File: src/rtl/vga_pkg.sv
// ---------------------------------------------------------------------------
// vga_pkg
//   Shared definitions for the VGA window compositor:
//     - COORD_W     : width of the VGA pixel coordinates (xpos / ypos)
//     - mode_e      : display modes selectable on mode_sel / shown on mode_active
//     - LUMA_*      : integer luma weights and the final shift, so that
//                     gray = (2*R + 5*G + 1*B) >> 3
// ---------------------------------------------------------------------------
package vga_pkg;

    localparam int COORD_W = 10;

    typedef enum logic [1:0] {
        MODE_RGB       = 2'd0,
        MODE_GRAY_BUF  = 2'd1,
        MODE_GRAY_CALC = 2'd2,
        MODE_THRESH    = 2'd3
    } mode_e;

    // The weights sum to 8, so the shift by 3 normalises the result back into
    // CH_W bits and no saturation is ever required.
    localparam int LUMA_WR    = 2;
    localparam int LUMA_WG    = 5;
    localparam int LUMA_WB    = 1;
    localparam int LUMA_SHIFT = 3;

    // Extra sum bits needed above CH_W: ceil(log2(2+5+1)) = 3.
    localparam int LUMA_GUARD = 3;

endpackage : vga_pkg

File: src/rtl/vga_window_compositor_gray_luma.sv
// ---------------------------------------------------------------------------
// gray_luma
//   Purely combinational RGB -> gray conversion using the integer weights
//   from vga_pkg: gray = (2*R + 5*G + B) >> 3.
//
// Ports
//   rgb   in   3*CH_W  {R,G,B}, R in the MSBs
//   gray  out  CH_W    luma value, always fits without saturation
// ---------------------------------------------------------------------------
module gray_luma
    import vga_pkg::*;
#(
    parameter int CH_W = 4
) (
    input  logic [3*CH_W-1:0] rgb,
    output logic [CH_W-1:0]   gray
);

    localparam int SUM_W = CH_W + LUMA_GUARD;

    logic [SUM_W-1:0] r_ext;
    logic [SUM_W-1:0] g_ext;
    logic [SUM_W-1:0] b_ext;
    logic [SUM_W-1:0] sum;

    assign r_ext = SUM_W'(rgb[3*CH_W-1 -: CH_W]);
    assign g_ext = SUM_W'(rgb[2*CH_W-1 -: CH_W]);
    assign b_ext = SUM_W'(rgb[CH_W-1   -: CH_W]);

    // Constant-weight products reduce to shift-and-add logic.
    assign sum = SUM_W'(LUMA_WR) * r_ext
               + SUM_W'(LUMA_WG) * g_ext
               + SUM_W'(LUMA_WB) * b_ext;

    assign gray = CH_W'(sum >> LUMA_SHIFT);

endmodule : gray_luma

File: src/rtl/vga_window_compositor.sv
// ---------------------------------------------------------------------------
// vga_window_compositor
//   Sits between the frame buffer and the VGA timing generator. While the
//   VGA scan is inside a WIN_W x WIN_H window at (X_OFF, Y_OFF) it issues
//   linear read addresses to the RGB and gray buffer ports, realigns the
//   returned data with the pixel stream and renders one of four display
//   modes. Everything outside the window or the active area is black.
//   The applied mode is latched only at the window origin (frame start).
//
//   All state advances on clk_50 cycles qualified by ptick.
//   Latency from (xpos, ypos) to pixel_rgb: RD_LAT+1 pixel ticks.
//
// Ports
//   clk_50        in   1          system clock
//   rst_n         in   1          asynchronous active-low reset
//   ptick         in   1          pixel tick enable
//   active        in   1          VGA active-area flag for (xpos, ypos)
//   xpos, ypos    in   COORD_W    current pixel coordinates
//   mode_sel      in   2          requested mode (mode_e encoding)
//   thresh        in   CH_W       threshold used in MODE_THRESH
//   rd_addr_rgb   out  ADDR_W     read address to the RGB buffer port
//   rd_data_rgb   in   3*CH_W     RGB word, RD_LAT ticks after the address
//   rd_addr_gray  out  ADDR_W     read address to the gray port (= rgb addr)
//   rd_data_gray  in   CH_W       gray word, RD_LAT ticks after the address
//   pixel_rgb     out  3*OUT_BPC  {R,G,B} towards the VGA DAC
//   mode_active   out  2          mode currently applied
//   frame_start   out  1          one-clk pulse when the origin is issued
// ---------------------------------------------------------------------------
module vga_window_compositor
    import vga_pkg::*;
#(
    parameter int WIN_W   = 120,
    parameter int WIN_H   = 120,
    parameter int X_OFF   = 0,
    parameter int Y_OFF   = 0,
    parameter int ADDR_W  = 14,
    parameter int CH_W    = 4,
    parameter int OUT_BPC = 1,
    parameter int RD_LAT  = 1
) (
    input  logic                   clk_50,
    input  logic                   rst_n,
    input  logic                   ptick,
    input  logic                   active,
    input  logic [COORD_W-1:0]     xpos,
    input  logic [COORD_W-1:0]     ypos,
    input  logic [1:0]             mode_sel,
    input  logic [CH_W-1:0]        thresh,
    output logic [ADDR_W-1:0]      rd_addr_rgb,
    input  logic [3*CH_W-1:0]      rd_data_rgb,
    output logic [ADDR_W-1:0]      rd_addr_gray,
    input  logic [CH_W-1:0]        rd_data_gray,
    output logic [3*OUT_BPC-1:0]   pixel_rgb,
    output logic [1:0]             mode_active,
    output logic                   frame_start
);

    localparam int OUT_W = 3 * OUT_BPC;

    // Window bounds, one bit wider than the coordinates so that the
    // subtraction below can wrap without aliasing into the window.
    localparam logic [COORD_W:0]   X_LO   = (COORD_W+1)'(X_OFF);
    localparam logic [COORD_W:0]   Y_LO   = (COORD_W+1)'(Y_OFF);
    localparam logic [COORD_W:0]   W_SPAN = (COORD_W+1)'(WIN_W);
    localparam logic [COORD_W:0]   H_SPAN = (COORD_W+1)'(WIN_H);
    localparam logic [COORD_W-1:0] X_ORG  = COORD_W'(X_OFF);
    localparam logic [COORD_W-1:0] Y_ORG  = COORD_W'(Y_OFF);

    localparam logic [ADDR_W-1:0]  ADDR_LAST = ADDR_W'(WIN_W * WIN_H - 1);

    // ------------------------------------------------------------------
    // Window decode
    // ------------------------------------------------------------------
    logic [COORD_W:0] x_rel;
    logic [COORD_W:0] y_rel;
    logic             in_win;
    logic             origin;

    // A coordinate left of / above the window wraps to a value >= 2**COORD_W,
    // which is never smaller than the span, so one unsigned compare per axis
    // covers both edges.
    assign x_rel  = {1'b0, xpos} - X_LO;
    assign y_rel  = {1'b0, ypos} - Y_LO;
    assign in_win = active && (x_rel < W_SPAN) && (y_rel < H_SPAN);
    assign origin = active && (xpos == X_ORG) && (ypos == Y_ORG);

    // ------------------------------------------------------------------
    // Address counter, mode register, frame_start
    // ------------------------------------------------------------------
    logic [ADDR_W-1:0] addr_q;
    mode_e             mode_q;

    // NOTE: state registers use non-blocking assignments so every flop
    // samples the pre-edge value of the others, independent of block order.
    always_ff @(posedge clk_50 or negedge rst_n) begin
        if (!rst_n) begin
            addr_q      <= '0;
            mode_q      <= MODE_RGB;
            frame_start <= 1'b0;
        end else begin
            // A pulse, not state: cleared on every clk that is not the
            // origin tick so it lasts exactly one clk_50 cycle.
            frame_start <= ptick && origin;
            if (ptick) begin
                if (origin) begin
                    addr_q <= '0;
                    mode_q <= mode_e'(mode_sel);
                end else if (in_win && (addr_q != ADDR_LAST)) begin
                    // Raster order inside the window makes a running
                    // counter equal to (y-Y_OFF)*WIN_W + (x-X_OFF).
                    // The stop at ADDR_LAST keeps a partial frame after a
                    // mid-frame reset from wrapping into address 0.
                    addr_q <= addr_q + 1'b1;
                end
            end
        end
    end

    assign rd_addr_rgb  = addr_q;
    assign rd_addr_gray = addr_q;
    assign mode_active  = mode_q;

    // ------------------------------------------------------------------
    // Valid pipe: stage 0 lines up with the registered address, stage
    // RD_LAT lines up with the data returned by the buffer.
    // ------------------------------------------------------------------
    logic [RD_LAT:0] valid_q;

    always_ff @(posedge clk_50 or negedge rst_n) begin
        if (!rst_n) begin
            valid_q <= '0;
        end else if (ptick) begin
            valid_q <= {valid_q[RD_LAT-1:0], in_win};
        end
    end

    // ------------------------------------------------------------------
    // Mode rendering
    // ------------------------------------------------------------------
    logic [CH_W-1:0]  luma;
    logic [CH_W-1:0]  r_ch;
    logic [CH_W-1:0]  g_ch;
    logic [CH_W-1:0]  b_ch;
    logic [OUT_W-1:0] pix_next;

    gray_luma #(
        .CH_W (CH_W)
    ) u_gray_luma (
        .rgb  (rd_data_rgb),
        .gray (luma)
    );

    // Keep the OUT_BPC most significant bits of a channel.
    function automatic logic [OUT_BPC-1:0] out_bits(input logic [CH_W-1:0] ch);
        return OUT_BPC'(ch >> (CH_W - OUT_BPC));
    endfunction

    // NOTE: every signal written here gets a default first, so no path can
    // leave it unassigned and infer a latch.
    always_comb begin
        r_ch = '0;
        g_ch = '0;
        b_ch = '0;
        case (mode_q)
            MODE_RGB: begin
                r_ch = rd_data_rgb[3*CH_W-1 -: CH_W];
                g_ch = rd_data_rgb[2*CH_W-1 -: CH_W];
                b_ch = rd_data_rgb[CH_W-1   -: CH_W];
            end
            MODE_GRAY_BUF: begin
                r_ch = rd_data_gray;
                g_ch = rd_data_gray;
                b_ch = rd_data_gray;
            end
            MODE_GRAY_CALC: begin
                r_ch = luma;
                g_ch = luma;
                b_ch = luma;
            end
            MODE_THRESH: begin
                if (luma >= thresh) begin
                    r_ch = '1;
                    g_ch = '1;
                    b_ch = '1;
                end
            end
            default: ;
        endcase
        pix_next = {out_bits(r_ch), out_bits(g_ch), out_bits(b_ch)};
    end

    // ------------------------------------------------------------------
    // Output register: the buffer data is sampled on the tick at which its
    // delayed valid bit sits at the end of the pipe.
    // ------------------------------------------------------------------
    always_ff @(posedge clk_50 or negedge rst_n) begin
        if (!rst_n) begin
            pixel_rgb <= '0;
        end else if (ptick) begin
            pixel_rgb <= valid_q[RD_LAT] ? pix_next : '0;
        end
    end

endmodule : vga_window_compositor

File: config.mk
export PLATFORM = sky130hd
export DESIGN_NAME = vga_window_compositor
export DESIGN_NICKNAME = d
export VERILOG_FILES = /design/src/rtl/vga_pkg.sv /design/src/rtl/vga_window_compositor_gray_luma.sv /design/src/rtl/vga_window_compositor.sv
export SDC_FILE = /design/constraint.sdc
export NUM_CORES = 1
export LEC_CHECK = 0
export CAP_MARGIN = 40
export CORE_UTILIZATION = 23
export CTS_CLUSTER_SIZE = 8
export DETAILED_ROUTE_END_ITERATION = 8
export PLACE_DENSITY = 0.54
export SKIP_LAST_GASP = 1
export SYNTH_ARGS = -nofsm -noshare
export SYNTH_HDL_FRONTEND = slang
export SYNTH_HIERARCHICAL = 1
export SYNTH_SLANG_ARGS = --single-unit
export TNS_END_PERCENT = 50
File: constraint.sdc
create_clock -name clk_50 -period 5.5 [get_ports clk_50]
set_clock_uncertainty 0.2 [all_clocks]
set_input_delay 1.1 -clock clk_50 [delete_from_list [all_inputs] [get_ports clk_50]]
set_output_delay 1.1 -clock clk_50 [all_outputs]
set_load 0.005 [all_outputs]
==> flow_metrics.env, run 1 <==
export IMPL_h_tree_depth=1
export IMPL_cp_required_ns=5.48
export IMPL_dieArea_um2=7800
export IMPL_place_congestion=0.730
export IMPL_drive_gt1_share_pct=2.81
export IMPL_core_um2=7210
export IMPL_yosysWarningCount=6
export IMPL_avgSynthCellArea_um2=9.27
export IMPL_period_share_pct=86.4
export IMPL_outcome="finished clean"
export IMPL_tritoncts="yes"
export IMPL_cts_buffer_depth=2
export IMPL_yosysSeqAreaShare_pct=32.1
export IMPL_peakVddDrop_mv=0.0757
export IMPL_synthesis_area_um2=1710
export IMPL_fin_tns_setup_ns=0
export IMPL_p_clk_share_pct=28.2
export IMPL_vias_per_cell=4.53
export IMPL_area_growth_syn_to_layout_pct=48.3
export IMPL_switching_share_pct=27.7
export IMPL_drv_slew=0
export IMPL_cts_setup_buffers=0
export IMPL_fmax_ghz=0.210
export IMPL_synth_ff_type="dfrtp_1"
export IMPL_path_clk_slew_ns=0.08
export IMPL_grt_max_degree=26
export IMPL_worst_pin_slew_ns=0.706
export IMPL_p_int_mw=0.301
export IMPL_rows=31
export IMPL_leakagePower_nw=1.05
export IMPL_chipHeight_um=88.3
export IMPL_place_area_um2=2490
export IMPL_vias=1577
export IMPL_max_cap_viol_count=0
export IMPL_grt_pass1_wl_mm=7.10
export IMPL_synth_seq_cells=22
export IMPL_num_io_pins=80
export IMPL_die_x_um=88.3
export IMPL_grt_usage_pct=11.8
export IMPL_drt_pass1_iterations=4
export IMPL_antennaDiodeCount=0
export IMPL_async_flop_share_pct=100
export IMPL_drcViolationCount=0
export IMPL_cts_sinks=22
export IMPL_dp_hpwl_mm=3.70
export IMPL_hold_path_class="reg2reg"
export IMPL_synth_nets=251
export IMPL_wl_per_cell_um=13.0
export IMPL_min_period_ns=4.75
export IMPL_grt_pass1_vias=1469
export IMPL_setup_viol=0
export IMPL_power_density_nw_per_um2=164
export IMPL_synth_distinct_cells=40
export IMPL_grt_overflow=0
export IMPL_rsz0062_at_grt="false"
export IMPL_fin_util_pct=35.2
export IMPL_cts_root_buffer="clkbuf_8"
export IMPL_synth_edf_count=0
export IMPL_power_mw=0.416
export IMPL_slew_headroom_pct=52.8
export IMPL_ctsResizeCount=0
export IMPL_antenna_found_initial=0
export IMPL_fin_nets=316
export IMPL_numCtsBuffers=3
export IMPL_ant_nets=0
export IMPL_seqPwrFrac_pct=40.0
export IMPL_instances_no_fill=348
export IMPL_wirelength_mm=4.52
export IMPL_cp_start_kind="primary input"
export IMPL_cp_max_fo=3
export IMPL_synthCells=185
export IMPL_critPathKind="in2reg"
export IMPL_stdcell_area_um2=2540
export IMPL_initial_core_util_pct=23.8
export IMPL_end_kind="register"
export IMPL_combPwrFrac_pct=31.7
export IMPL_cts_hold_buf=0
export IMPL_worst_ep_arrival_time_ns=4.74
export IMPL_p_switching_mw=0.115
export IMPL_port_buffers=76
export IMPL_drt_iter0_drc=61
export IMPL_worstSkewPairLatency_ns=0.26
export IMPL_numPlacedInstances=344
export IMPL_finalHoldViolations=0
-- layer usage --
metal  track usage [%]  routed length, um
met1              15.9               2200
met4              2.79                 52
met3              2.52                261
met5                 0                  0
met2              19.3               2010
-- through the flow --
stage	hold slack, ns	worst slack, ns
2_1_floorplan	0.249	1.22
3_3_place_gp	0.271	0.470
3_5_place_dp	0.277	0.438
4_1_cts	0.297	0.708
5_1_grt	0.311	0.573
6_report	0.295	0.746
-- Yosys cell counts (2+ instances only) --
cell        n  area (um2)
nor3_1      5        25.0
or3_1       6        37.5
o21ai_1     6        30.0
buf_2       2        10.0
or4b_1      2        20.0
xnor2_1     2        17.5
o31ai_1     4        30.0
or4_1       9        67.6
xor2_1      2        17.5
mux2_1      2        22.5
o211ai_1    2        15.0
nand3b_1    2        15.0
buf_4      14         105
nand2_1     6        22.5
o21ai_0     2        10.0
inv_1      20        75.1
nand3_1     9        45.0
nand4_1     6        37.5
and3_1      2        12.5
fa_1        5         100
nor2_1      7        26.3
a21oi_1    11        55.1
nand2b_1    2        12.5
dfrtp_1    22         551
o2bb2ai_1   4        35.0
nor4_1      3        18.8
ha_1       15         188
-- cells by family (layout without fill, tap and decap cells) --
group           count (synthesis)  in the layout  synth area share [%]
compound gates                 35             35                  13.1
xor+xnor                        4              4                  2.04
fa+ha+maj                      20             20                  16.8
buf+inv                        37            101                  11.8
flops                          22             22                  32.1
mux                             3              3                  1.97
simple gates                   64             64                  22.2
-- state kept, by name, summed over array words and instances (netlist names) --
signal        flops
frame_start       1
mode_active       2
pixel_rgb         3
rd_addr_gray     14
valid_q           2
-- layout by cell type, fill, tap and decap left out, types with 7 or more instances in the layout --
cell and count:
clkdlybuf4s50_1 76, nand3_1 9, or4_1 9, ha_1 15, nor2_1 7, dfrtp_1 22, a21oi_1 11, inv_1 20
-- final timing paths --
kind | cells after the start | slack (ns) | endpoint | from
worst min register to register | 1 | 0.30 | pixel_rgb[1]$_DFFE_PN0P_ | pixel_rgb[1]$_DFFE_PN0P_
worst max-delay path | 15 | 0.75 | pixel_rgb[0]$_DFFE_PN0P_ | rd_data_rgb[7]
worst min-delay path | 1 | 0.30 | pixel_rgb[1]$_DFFE_PN0P_ | pixel_rgb[1]$_DFFE_PN0P_
min in group asynchronous | 1 | 0.96 | rd_addr_gray[13]$_DFFE_PN0P_ | rst_n
max in group asynchronous | 2 | 3.67 | pixel_rgb[0]$_DFFE_PN0P_ | rst_n
worst max register to register | 6 | 2.76 | rd_addr_gray[11]$_DFFE_PN0P_ | rd_addr_gray[0]$_DFFE_PN0P_
-- cell type report --
class,count,area [um2]
clock buffer,4,55.1
fill,764,4670
inverter,20,75.1
multi-input combinational,126,962
sequential,22,551
tap,99,124
timing repair buffer,77,776
-- power by group through the flow --
stage	combinational, mW	sequential [mW]	clock (mW)
2_1_floorplan	0.0773	0.169	0
3_3_place_gp	0.130	0.170	0
3_5_place_dp	0.135	0.170	0
4_1_cts	0.135	0.166	0.123
5_1_grt	0.152	0.167	0.128
6_report	0.132	0.166	0.117
-- worst max-delay path, cell delays in order --
cell             delay [ns]
clkdlybuf4s50_1        0.53
ha_1                   0.25
inv_1                  0.08
fa_1                   0.45
fa_1                   0.52
inv_1                  0.07
fa_1                   0.45
a21o_1                 0.19
a21oi_2                0.14
xnor2_1                0.09
ha_1                   0.27
o21ai_0                0.06
o21ai_0                0.15
nand4_1                0.19
o2bb2ai_1              0.19
Power figures use the tool's default switching activity.
==> inputs of run 2 (changes only) <==
--- a/config.mk
+++ b/config.mk
@@ -9,10 +9,9 @@
 export CORE_UTILIZATION = 23
 export CTS_CLUSTER_SIZE = 8
 export DETAILED_ROUTE_END_ITERATION = 8
-export PLACE_DENSITY = 0.54
+export PLACE_DENSITY = 0.52
 export SKIP_LAST_GASP = 1
 export SYNTH_ARGS = -nofsm -noshare
 export SYNTH_HDL_FRONTEND = slang
-export SYNTH_HIERARCHICAL = 1
 export SYNTH_SLANG_ARGS = --single-unit
 export TNS_END_PERCENT = 50
==> flow_metrics.env, run 2 <==
export IMPL_layout_common_cells="76 x clkdlybuf4s50_1, 22 x dfrtp_1, 18 x inv_1"
export IMPL_period_share_pct=90.2
export IMPL_drt_iter0_drc=92
export IMPL_finalHoldViolations=0
export IMPL_vias_per_cell=4.83
export IMPL_dp_hpwl_mm=3.93
export IMPL_power_mw=0.471
export IMPL_ys_top_cells_by_area="dfrtp_1 28%, ha_1 9.5%, mux2i_1 7.1%"
export IMPL_grt_pass1_vias=1687
export IMPL_ant_nets=0
export IMPL_synth_top_cell_by_area="dfrtp_1"
export IMPL_drcViolationCount=0
export IMPL_cts_buffer_depth=2
export IMPL_cts_hold_buf=0
export IMPL_area_growth_syn_to_layout_pct=43.7
export IMPL_port_buffers=76
export IMPL_place_congestion=0.740
export IMPL_synth_seq_cells=22
export IMPL_grt_usage_pct=11.4
export IMPL_synth_nets=276
export IMPL_async_flop_share_pct=100
export IMPL_dieArea_um2=8960
export IMPL_synth_distinct_cells=40
export IMPL_outcome="finished clean"
export IMPL_hold_ws_ns=0.289
export IMPL_fin_tns_setup_ns=0
export IMPL_setup_viol=0
export IMPL_worst_pin_slew_ns=0.469
export IMPL_chipHeight_um=94.7
export IMPL_tritoncts="yes"
export IMPL_leakagePower_nw=1.10
export IMPL_end_kind="register"
export IMPL_synthCells=210
export IMPL_antenna_found_initial=0
export IMPL_layout_commonest_cell="clkdlybuf4s50_1"
export IMPL_slowest_stage="fa_1"
export IMPL_synthesis_area_um2=1970
export IMPL_worstSkewPairLatency_ns=0.27
export IMPL_max_stage_delay_ns=0.52
export IMPL_grt_pass1_wl_mm=8.10
export IMPL_fin_nets=338
export IMPL_path_clk_slew_ns=0.07
export IMPL_max_cap_viol_count=0
export IMPL_slew_headroom_pct=68.4
export IMPL_dp_slack_ns=0.265
export IMPL_h_tree_depth=1
export IMPL_num_io_pins=80
export IMPL_synth_top_area_share_pct=27.9
export IMPL_vias=1817
export IMPL_power_density_nw_per_um2=166
export IMPL_ctsResizeCount=0
export IMPL_peakVddDrop_mv=0.136
export IMPL_cts_root_buffer="clkbuf_8"
export IMPL_wl_per_cell_um=13.0
export IMPL_drt_pass1_iterations=4
export IMPL_drive_gt1_share_pct=6.27
export IMPL_path_common_cell="fa_1"
export IMPL_synth_edf_count=0
export IMPL_initial_core_util_pct=23.9
export IMPL_grt_overflow=0
export IMPL_synth_common_cells="22 x dfrtp_1, 18 x inv_1, 15 x ha_1"
export IMPL_numCtsBuffers=3
export IMPL_crit_chain="clkdlybuf4s50_1 > ha_1 > inv_1 > fa_1 > fa_1 > fa_1 > nand2b_1 > o2bb2ai_1 > xnor2_1 > ha_1 > nand4_1 > nor2_1 > a32oi_1 > o31ai_1"
export IMPL_avgSynthCellArea_um2=9.40
export IMPL_cp_max_fo=4
export IMPL_yosysWarningCount=0
export IMPL_wirelength_mm=4.87
export IMPL_antennaDiodeCount=0
export IMPL_worst_ep_arrival_time_ns=4.93
export IMPL_min_period_ns=4.96
export IMPL_rsz0062_at_grt="false"
export IMPL_yosysSeqAreaShare_pct=27.9
export IMPL_worst_slack_ns=0.539
export IMPL_die_x_um=94.7
export IMPL_rows=33
export IMPL_fmax_ghz=0.202
export IMPL_critPathKind="in2reg"
export IMPL_core_um2=8260
export IMPL_cp_start_kind="primary input"
export IMPL_largest_register_ffs=14
export IMPL_cts_sinks=22
export IMPL_synth_ff_type="dfrtp_1"
export IMPL_grt_max_degree=26
export IMPL_hold_path_class="reg2reg"
export IMPL_yosysMostFrequentCell="dfrtp_1"
export IMPL_cp_required_ns=5.47
export IMPL_drv_slew=0
export IMPL_cts_setup_buffers=0
==> run 2: cell types whose count changed after synthesis, sizes merged, moves of 6 or more <==
cell,previous run,this run
clkbuf,0,7
o21bai,0,11
o21ai,8,14
mux2i,0,14
a21oi,12,3
nor4,3,16
or3,6,0
or4,9,2
==> run 2: per-layer routing <==
layer,vias to the layer above,global-route usage [%],part of all wire (%)
met5,-,0,0
met4,0,3.41,1.4
met3,4,1.29,4.3
met2,53,18.2,48
met1,868,16.0,47
li1,892,-,-
==> run 2: layout make-up <==
cell class | count | area [um2]
clock inverter | 1 | 30.0
multi-input combinational | 148 | 1210
sequential | 22 | 551
tap | 105 | 131
timing repair buffer | 79 | 803
inverter | 18 | 67.6
fill | 875 | 5420
clock buffer | 3 | 41.3
==> run 2: power by group <==
group	switching [mW]	leakage, nW	internal (mW)	total, mW
clock	0.0562	0.0357	0.0973	0.154
sequential	0.00256	0.307	0.163	0.166
combinational	0.0697	0.757	0.0817	0.151
total	0.128	1.10	0.342	0.471
==> run 2: final timing paths <==
path | cells after the start | end | startpoint | slack [ns]
min in group asynchronous | 1 | rd_addr_gray[11]$_DFFE_PN0P_ | rst_n | 0.92
setup / recovery | 14 | pixel_rgb[0]$_DFFE_PN0P_ | rd_data_rgb[7] | 0.54
hold / removal | 1 | valid_q[0]$_DFFE_PN0P_ | valid_q[0]$_DFFE_PN0P_ | 0.29
setup reg to reg | 5 | rd_addr_gray[8]$_DFFE_PN0P_ | rd_addr_gray[0]$_DFFE_PN0P_ | 3.41
hold reg to reg | 1 | valid_q[0]$_DFFE_PN0P_ | valid_q[0]$_DFFE_PN0P_ | 0.29
max in group asynchronous | 2 | pixel_rgb[0]$_DFFE_PN0P_ | rst_n | 3.74
==> run 2: cells by family (layout without fill, tap and decap cells) <==
logic type      Yosys count  after routing  share of synthesized area, %
buf+inv                  40            101                          10.6
fa+ha+maj                20             20                          14.6
compound gates           41             41                          13.9
xor+xnor                  3              3                          1.33
simple gates             67             67                          22.9
mux                      17             17                          8.81
flops                    22             22                          27.9
==> run 2: stage by stage <==
stage | cell area [um2] | std cells | utilization [%]
floorplan | 1970 | 210 | -
global placement | 2740 | 371 | 33.2
detailed placement | 2770 | 372 | 33.5
CTS | 2840 | 376 | 34.4
global route | 2840 | 376 | 34.4
finish | 2840 | 376 | 34.4
==> run 2: critical path, delay by kind of cell <==
| family | cells | cell delay [ns] |
|---|---|---|
| xor+xnor | 1 | 0.14 |
| simple gates | 3 | 0.50 |
| buf+inv | 2 | 0.52 |
| compound gates | 3 | 0.60 |
| fa+ha+maj | 5 | 2.05 |
==> inputs of run 3 (changes only) <==
--- a/config.mk
+++ b/config.mk
@@ -10,6 +10,7 @@
 export CTS_CLUSTER_SIZE = 8
 export DETAILED_ROUTE_END_ITERATION = 8
 export PLACE_DENSITY = 0.52
+export SKIP_CTS_REPAIR_TIMING = 1
 export SKIP_LAST_GASP = 1
 export SYNTH_ARGS = -nofsm -noshare
 export SYNTH_HDL_FRONTEND = slang
==> results of run 3 <==
No change in the layout: final DEF, timing and power equal those of run 2.
